### config.mk
export PLATFORM = sky130hd
export DESIGN_NAME = tick_time_counter
export DESIGN_NICKNAME = d
export VERILOG_FILES = /design/src/rtl/tick_time_counter.sv
export SDC_FILE = /design/constraint.sdc
export NUM_CORES = 1
export LEC_CHECK = 0
export ABC_AREA = 1
export CAP_MARGIN = 20
export CORE_UTILIZATION = 50
export DETAILED_ROUTE_END_ITERATION = 7
export HOLD_SLACK_MARGIN = 0.1
export PLACE_DENSITY = 0.8
export SLEW_MARGIN = 20
export SYNTH_ARGS = -nofsm -noshare
export SYNTH_HDL_FRONTEND = slang
export SYNTH_SLANG_ARGS = --single-unit
### constraint.sdc
create_clock -name clk -period 2.1 [get_ports clk]
set_clock_uncertainty 0.1 [all_clocks]
set_input_delay 0.315 -clock clk [delete_from_list [all_inputs] [get_ports clk]]
set_output_delay 0.315 -clock clk [all_outputs]
set_load 0.01 [all_outputs]
### src/rtl/tick_time_counter.sv
// Seconds-tick consumer: synchronises the 1 Hz square wave, detects its rising edge and
// keeps a 24-hour HH:MM:SS time of day with a validated load port and registered BCD view.
module tick_time_counter #(
    parameter int SYNC_STAGES = 2,
    parameter int HOURS_MAX   = 23
) (
    input  logic        clk,
    input  logic        rst_n,
    input  logic        clk_1hz,
    input  logic        run,
    input  logic        set_valid,
    input  logic [4:0]  set_hh,
    input  logic [5:0]  set_mm,
    input  logic [5:0]  set_ss,
    output logic        set_ack,
    output logic        set_err,
    output logic [4:0]  hh,
    output logic [5:0]  mm,
    output logic [5:0]  ss,
    output logic [23:0] time_bcd,
    output logic        sec_pulse,
    output logic        min_pulse,
    output logic        day_pulse
);

    localparam logic [4:0] HMAX = 5'(HOURS_MAX);

    logic [SYNC_STAGES-1:0] sync_q;
    logic [SYNC_STAGES-1:0] sync_d;
    logic                   prev_q;
    logic                   tick;

    logic [4:0]  hh_q, hh_d;
    logic [5:0]  mm_q, mm_d;
    logic [5:0]  ss_q, ss_d;
    logic [23:0] bcd_q, bcd_d;
    logic        ack_q, ack_d;
    logic        err_q, err_d;
    logic        sec_q, sec_d;
    logic        min_q, min_d;
    logic        day_q, day_d;

    logic set_ok;
    logic advance;

    assign sync_d[0] = clk_1hz;
    generate
        for (genvar gi = 1; gi < SYNC_STAGES; gi++) begin : g_sync
            assign sync_d[gi] = sync_q[gi-1];
        end
    endgenerate

    assign tick = sync_q[SYNC_STAGES-1] & ~prev_q;

    // Reset preloads the chain with the live level so a wave already high is not seen as an edge.
    always_ff @(posedge clk) begin
        if (!rst_n) begin
            sync_q <= {SYNC_STAGES{clk_1hz}};
            prev_q <= clk_1hz;
        end else begin
            sync_q <= sync_d;
            prev_q <= sync_q[SYNC_STAGES-1];
        end
    end

    function automatic logic [7:0] to_bcd(input logic [5:0] v);
        logic [5:0] r;
        logic [3:0] t;
        r = v;
        t = 4'd0;
        if (r >= 6'd60) begin
            r = r - 6'd60;
            t = 4'd6;
        end else if (r >= 6'd50) begin
            r = r - 6'd50;
            t = 4'd5;
        end else if (r >= 6'd40) begin
            r = r - 6'd40;
            t = 4'd4;
        end else if (r >= 6'd30) begin
            r = r - 6'd30;
            t = 4'd3;
        end else if (r >= 6'd20) begin
            r = r - 6'd20;
            t = 4'd2;
        end else if (r >= 6'd10) begin
            r = r - 6'd10;
            t = 4'd1;
        end
        return {t, 4'(r)};
    endfunction

    assign set_ok  = (set_hh <= HMAX) && (set_mm <= 6'd59) && (set_ss <= 6'd59);
    assign advance = tick & run & ~set_valid;

    always_comb begin
        hh_d  = hh_q;
        mm_d  = mm_q;
        ss_d  = ss_q;
        ack_d = 1'b0;
        err_d = 1'b0;
        sec_d = 1'b0;
        min_d = 1'b0;
        day_d = 1'b0;
        bcd_d = {to_bcd({1'b0, hh_q}), to_bcd(mm_q), to_bcd(ss_q)};
        if (set_valid) begin
            if (set_ok) begin
                hh_d  = set_hh;
                mm_d  = set_mm;
                ss_d  = set_ss;
                ack_d = 1'b1;
            end else begin
                err_d = 1'b1;
            end
        end else if (advance) begin
            sec_d = 1'b1;
            if (ss_q != 6'd59) begin
                ss_d = ss_q + 6'd1;
            end else begin
                ss_d  = 6'd0;
                min_d = 1'b1;
                if (mm_q != 6'd59) begin
                    mm_d = mm_q + 6'd1;
                end else begin
                    mm_d = 6'd0;
                    if (hh_q != HMAX) begin
                        hh_d = hh_q + 5'd1;
                    end else begin
                        hh_d  = 5'd0;
                        day_d = 1'b1;
                    end
                end
            end
        end
    end

    always_ff @(posedge clk) begin
        if (!rst_n) begin
            hh_q  <= 5'd0;
            mm_q  <= 6'd0;
            ss_q  <= 6'd0;
            bcd_q <= 24'h000000;
            ack_q <= 1'b0;
            err_q <= 1'b0;
            sec_q <= 1'b0;
            min_q <= 1'b0;
            day_q <= 1'b0;
        end else begin
            hh_q  <= hh_d;
            mm_q  <= mm_d;
            ss_q  <= ss_d;
            bcd_q <= bcd_d;
            ack_q <= ack_d;
            err_q <= err_d;
            sec_q <= sec_d;
            min_q <= min_d;
            day_q <= day_d;
        end
    end

    assign hh        = hh_q;
    assign mm        = mm_q;
    assign ss        = ss_q;
    assign time_bcd  = bcd_q;
    assign set_ack   = ack_q;
    assign set_err   = err_q;
    assign sec_pulse = sec_q;
    assign min_pulse = min_q;
    assign day_pulse = day_q;

endmodule

==> metrics, run 1 <==
library cell used as clock root buffer sky130_fd_sc_hd__clkbuf_8; power density over the cells 578 nW/µm²; mean area per synthesized cell 7.23 µm²; die area 6110 µm²; port buffer count 63; outcome completed; cell-by-cell trace of the critical path buf_4, clkdlybuf4s50_1; Synthesis Warnings 0; crit end category output pin; sequential fraction of design power 44.8%; I/O pin count 68; Final Setup Violations 0; aggregate routed wire length 7.12 mm; buffer levels on the longest clock path 2; global-route usage over all layers 24.5%; number of inserted filler cells in the final layout 490; Die H 78.1 µm; post-route clock period utilization 95.4%; max-slew violations 0; sinks on the clock net 45; vias in the first global route 2777; number of cells produced by synthesis 401; maximum level of the CTS H-tree 2; cell depth of the worst flop-to-flop path 12; number of violations of the max-capacitance limit 0; Clk pwr share 25.0%; final core utilization 67.2%; Period minus WS final 2.00 ns; Setup Total Neg Slack 0 ns; Rows 27; Hold EP prev_q; post-synthesis sequential area ratio 31.1%; post-detail-place hpwl 5.35 mm; hold-fix buffers at CTS 0; worst reg2reg setup slack 0.24 ns; starting density of the core 52.3%; maximum VDD drop 0.347 mV; ratio of cells with drive above 1 in the final layout 11.8%; Post-synth EDFFs 0; number of antenna diodes 0; drt wl/cell 13.0 µm; violation count after the first detailed-route iteration 190; post-synthesis cell type with the largest combined area sky130_fd_sc_hd__dfxtp_1; internal power summed over all cells 1460 µW; remaining global-route overflow 0; timing-limited maximum frequency 499 MHz; Reg-to-Reg Start mm[3]; RSZ-0062 raised after global routing false; core area 5540 µm²; power spent charging and discharging nets 694 µW; number of unique standard cell types used by synthesis 45; Post-Place Cell Area 3630 µm²; Leak Pwr 0.00163 µW; clock tree from TritonCTS yes; drt first pass iters 4; slew at the pin with the worst max-slew slack 0.518 ns; global placement routability congestion 0.884; post-synth design cell area 2900 µm²; wire length of the first global-routing pass 12.1 mm; worst slew slack as a fraction of its limit 65.5%; clock latency on the worst-skew pair 0.30 ns; number of cells on the worst hold path 2; number of routed nets with antenna violations 0; portion of total power attributed to combinational logic 30.2%; reg-to-reg endpoint time_bcd[9]; clock transition at the registers of the reported paths 0.08 ns; largest incremental delay on the critical path 0.55 ns; net count reported at finish 520; fraction of power spent switching nets 32.3%; startpoint of the lowest-slack hold path sync_q[1]; number of hold violations in the final report 0; class of the worst hold path flop to flop; largest fanout of any net on the critical path 8; pin count of the biggest net entering global routing 25; routed via count 2820; crit path DAT 1.59 ns; #FFs+latches synth 45; Area growth, synth to finish 28.4%; Post-route DRC 0; Data required, critical path 1.68 ns; Synth async-reset ratio 0%; type of element launching the critical path flop; Slowest cell on crit path sky130_fd_sc_hd__dfxtp_1; fraction of synthesized cell area taken by the top area cell type 31.1%; cts bufs inserted 5; antenna violations before repair 0; category of the most critical setup path flop to output pin; Via density 5.16; cell area after layout 3720 µm²; Most used DFF post-synth sky130_fd_sc_hd__dfxtp_1; largest cells by area after synthesis sky130_fd_sc_hd__dfxtp_1, sky130_fd_sc_hd__ha_1, sky130_fd_sc_hd__nand2_1; die width 78.1 µm
==> state kept, by name (all words and copies together) (netlist names) <==
register / flops
sec_pulse: 1
set_err: 1
prev_q: 1
sync_q: 2
min_pulse: 1
day_pulse: 1
ss: 6
time_bcd: 20
hh: 5
mm: 6
set_ack: 1
==> repair_timing <==
action                     in CTS  in global routing
gates resized for setup         0                  1
setup buffers                   0                  0
setup endpoints to repair       0                  1
==> cells in the final DEF (no fill, tap or decap), types with 2 or more instances in the layout <==
master,count
sky130_fd_sc_hd__a21oi_2,5
sky130_fd_sc_hd__clkdlybuf4s50_1,63
sky130_fd_sc_hd__nand3_1,19
sky130_fd_sc_hd__nor2_1,33
sky130_fd_sc_hd__buf_4,14
sky130_fd_sc_hd__a22oi_1,3
sky130_fd_sc_hd__o21bai_1,2
sky130_fd_sc_hd__nand4_1,3
sky130_fd_sc_hd__o21ai_1,5
sky130_fd_sc_hd__ha_1,25
sky130_fd_sc_hd__dfxtp_1,44
sky130_fd_sc_hd__o211ai_1,2
sky130_fd_sc_hd__nor3_1,2
sky130_fd_sc_hd__inv_2,8
sky130_fd_sc_hd__xor2_1,10
sky130_fd_sc_hd__a31oi_2,2
sky130_fd_sc_hd__nand2_2,2
sky130_fd_sc_hd__o21ai_2,2
sky130_fd_sc_hd__xnor2_1,4
sky130_fd_sc_hd__a21oi_1,26
sky130_fd_sc_hd__nand2_1,82
sky130_fd_sc_hd__nor2_2,5
sky130_fd_sc_hd__conb_1,4
sky130_fd_sc_hd__clkbuf_8,5
sky130_fd_sc_hd__o21ai_0,33
sky130_fd_sc_hd__a211oi_1,3
sky130_fd_sc_hd__inv_1,47
sky130_fd_sc_hd__clkinvlp_4,2
==> cell type report <==
type                    instances  area, µm²  share of cell area, %
multi-input cells             288       1690                   45.5
flip-flops and latches         45        902                   24.2
repair buffers                 77        736                   19.8
inverters                      56        213                   5.71
well taps                      72       90.1                   2.42
clock buffers                   6       72.6                   1.95
clock inverters                 2       15.0                  0.403
==> power groups by stage <==
stage	Combinational (µW)	Clock, µW	Sequential [µW]
2_1_floorplan	354	0	1020
3_3_place_gp	631	0	982
3_5_place_dp	640	0	983
4_1_cts	644	546	963
5_1_grt	728	583	972
6_report	649	538	964
==> per-layer routing <==
metal,global-route usage [%],vias to the layer above,routed length (µm)
met5,0,-,0
met2,42.2,103,3480
met4,11.5,0,177
met1,28.7,1275,3060
li1,-,1422,-
met3,5.23,20,404
==> stage by stage <==
stage	total power (µW)	setup WS [ns]	cells	hold slack (ns)
after floorplan	1370	0.295	404	0.243
after global placement	1610	0.200	538	0.311
after detailed placement	1620	0.125	538	0.340
after CTS	2150	0.110	546	0.354
after global routing	2280	0.0196	546	0.396
final	2150	0.0968	546	0.352
==> Yosys cell counts, types with 2 or more instances <==
cell and n:
sky130_fd_sc_hd__inv_1 47, sky130_fd_sc_hd__a21oi_1 26, sky130_fd_sc_hd__o21bai_1 2, sky130_fd_sc_hd__buf_4 8, sky130_fd_sc_hd__xor2_1 10, sky130_fd_sc_hd__nand2_1 82, sky130_fd_sc_hd__a22oi_1 3, sky130_fd_sc_hd__nor2_2 5
sky130_fd_sc_hd__nor3_1 2, sky130_fd_sc_hd__a211oi_1 3, sky130_fd_sc_hd__nand2_2 2, sky130_fd_sc_hd__nand3_1 19, sky130_fd_sc_hd__o21ai_1 5, sky130_fd_sc_hd__nand4_1 3, sky130_fd_sc_hd__a31oi_2 2, sky130_fd_sc_hd__o21ai_2 2
sky130_fd_sc_hd__a21oi_2 5, sky130_fd_sc_hd__o21ai_0 33, sky130_fd_sc_hd__xnor2_1 4, sky130_fd_sc_hd__o211ai_1 2, sky130_fd_sc_hd__clkbuf_1 4, sky130_fd_sc_hd__buf_6 2, sky130_fd_sc_hd__dfxtp_1 45, sky130_fd_sc_hd__nor2_1 33
sky130_fd_sc_hd__inv_2 8, sky130_fd_sc_hd__ha_1 25
==> logic make-up after synthesis <==
| group | Yosys count | synth area share [%] |
|---|---|---|
| simple gates | 157 | 24.9 |
| compound gates | 88 | 18.0 |
| buf+inv | 71 | 10.9 |
| flops | 45 | 31.1 |
| fa+ha+maj | 25 | 10.8 |
| xor+xnor | 14 | 4.23 |
| other cells | 1 | 0.129 |
==> worst max-delay path, delay by kind of cell, from the launching register on <==
kind / cells / cell delay [ns]
buffers and inverters: 2 / 0.73
flip-flops: 1 / 0.55
==> how the worst max path moves through the flow <==
stage / end / from / slack [ns] / depth (start not counted)
6_report: mm[3] / mm[3] / 0.1 / 2
5_1_grt: time_bcd[9] / mm[3] / 0.02 / 12
3_3_place_gp: hh[0] / set_valid / 0.20 / 9
3_5_place_dp: hh[1] / set_valid / 0.12 / 9
2_1_floorplan: time_bcd[9] / mm[2] / 0.30 / 12
4_1_cts: mm[3] / mm[3] / 0.11 / 2
(Power assumes the default switching activity.)
==> run 2: changes to the inputs <==
CORE_ASPECT_RATIO = 1.75   (was unset)
==> run 2 against run 1 <==
Effect of this change:
- wire length rose by 5.3%
- largest power group unchanged
- highest routed layer unchanged
- critical path depth is 10 higher
- register-to-register slack worse by 0.05 ns
- critical path type is now flop to flop
==> metrics, run 2 (same netlist as run 1, synthesis figures left out) <==
Pwr Total 2170 µW; FF/Latch Area 901 µm²; reg-to-reg endpoint time_bcd[9]; global placement routability congestion 0.954; cts bufs inserted 5; Reg-to-Reg Start mm[1]; type of element launching the critical path flop; most frequent cells in the layout sky130_fd_sc_hd__nand2_1, sky130_fd_sc_hd__clkdlybuf4s50_1, sky130_fd_sc_hd__inv_1; die area 6120 µm²; quantity of gates resized following cts 0; max-slew violations 0; post-route clock period utilization 90.8%; power density over the cells 579 nW/µm²; Largest register FFs 20; number of violations of the max-capacitance limit 0; class of the worst hold path flop to flop; clock latency on the worst-skew pair 0.30 ns; core area 5590 µm²; cell depth of the worst flop-to-flop path 12; # Post-CTS Setup Buffers 0; number of antenna diodes 0; Setup Total Neg Slack 0 ns; Final Non-Filler Cells 553; timing-limited maximum frequency 525 MHz; routed via count 2845; clock transition at the registers of the reported paths 0.09 ns; Clk pwr share 24.8%; buffer levels on the longest clock path 2; number of hold violations in the final report 0; category of the most critical setup path flop to flop; cell area after layout 3740 µm²; aggregate routed wire length 7.50 mm; net count reported at finish 523; die width 59.6 µm; starting density of the core 51.9%; largest fanout of any net on the critical path 7; Via density 5.14; portion of total power attributed to combinational logic 30.8%; sequential fraction of design power 44.4%; power spent charging and discharging nets 703 µW; number of routed nets with antenna violations 0; port buffer count 63; library cell used as clock root buffer sky130_fd_sc_hd__clkbuf_8; fraction of power spent switching nets 32.5%; wire length of the first global-routing pass 12.1 mm; internal power summed over all cells 1460 µW; Hold EP sync_q[1]; startpoint of the lowest-slack hold path sync_q[0]; maximum VDD drop 0.351 mV; pin count of the biggest net entering global routing 25; area taken by multi-input logic gates 1690 µm²; Area growth, synth to finish 29.2%; antenna violations before repair 0; post-detail-place hpwl 5.95 mm; most common cell after layout, fill and taps aside sky130_fd_sc_hd__nand2_1; clock tree from TritonCTS yes; Leak Pwr 0.00164 µW; Post-Place Cell Area 3660 µm²; number of cells on the worst hold path 2; maximum level of the CTS H-tree 2; Period minus WS final 1.91 ns; sinks on the clock net 45; number of inserted filler cells in the final layout 512; remaining global-route overflow 0; worst reg2reg setup slack 0.19 ns; global-route usage over all layers 26.0%; crit end category flop; Rows 36; I/O pin count 68; hold-fix buffers at CTS 0; drt wl/cell 13.6 µm; Post-route DRC 0; outcome completed; total instance count after detailed placement 545; final core utilization 67.0%; Final Setup Violations 0; RSZ-0062 raised after global routing false; violation count after the first detailed-route iteration 141; vias in the first global route 2742; crit path DAT 2.00 ns; Die H 103 µm; Data required, critical path 2.20 ns; ratio of cells with drive above 1 in the final layout 11.9%; drt first pass iters 4
run 2: per-layer routing:
layer	wire length (µm)	track usage, %	vias to the layer above
li1	-	-	1435
met5	0	0	-
met3	284	2.38	27
met4	293	13.8	0
met2	4190	51.9	99
met1	2730	25.1	1284
run 2: power by group through the flow:
| stage | clock [µW] | sequential, µW | combinational (µW) |
|---|---|---|---|
| finish | 537 | 963 | 668 |
| global route | 574 | 971 | 739 |
| CTS | 544 | 963 | 667 |
| detailed placement | 0 | 983 | 663 |
| global placement | 0 | 980 | 653 |
| floorplan | 0 | 1020 | 354 |
run 2: layout make-up:
class,count,area share (%)
clock buffers,7,2.04
clock inverters,1,0.200
inverters,56,5.68
multi-input cells,288,45.2
flip-flops and latches,45,24.1
well taps,76,2.54
repair buffers,80,20.2
run 2: worst max-delay path by stage:
stage                    from  cells past startpoint          end  slack (ns)
floorplan               mm[2]                     12  time_bcd[9]        0.30
global placement    set_valid                      7        ss[2]        0.19
detailed placement  set_mm[2]                      9        hh[1]        0.16
CTS                     mm[1]                     12  time_bcd[9]        0.20
global route            mm[1]                     12  time_bcd[9]        0.05
finish                  mm[1]                     12  time_bcd[9]        0.19
run 2: stage by stage:
step                      hold WS, ns  setup slack (ns)
after floorplan                 0.243             0.295
after global placement          0.318             0.191
after detailed placement        0.319             0.155
after CTS                       0.341             0.202
after global routing            0.368            0.0496
final                           0.339             0.194
run 2: worst max-delay path, stage by stage, from the launching register on:
cell,delay (ns)
sky130_fd_sc_hd__dfxtp_1,0.47
sky130_fd_sc_hd__inv_1,0.16
sky130_fd_sc_hd__ha_1,0.23
sky130_fd_sc_hd__nand2_1,0.07
sky130_fd_sc_hd__nand3_1,0.06
sky130_fd_sc_hd__nand2_1,0.16
sky130_fd_sc_hd__nand2_1,0.08
sky130_fd_sc_hd__nand2_1,0.07
sky130_fd_sc_hd__a21oi_2,0.06
sky130_fd_sc_hd__nor2_1,0.18
sky130_fd_sc_hd__nand2_1,0.07
sky130_fd_sc_hd__nand2_1,0.06
sky130_fd_sc_hd__nor2_1,0.04
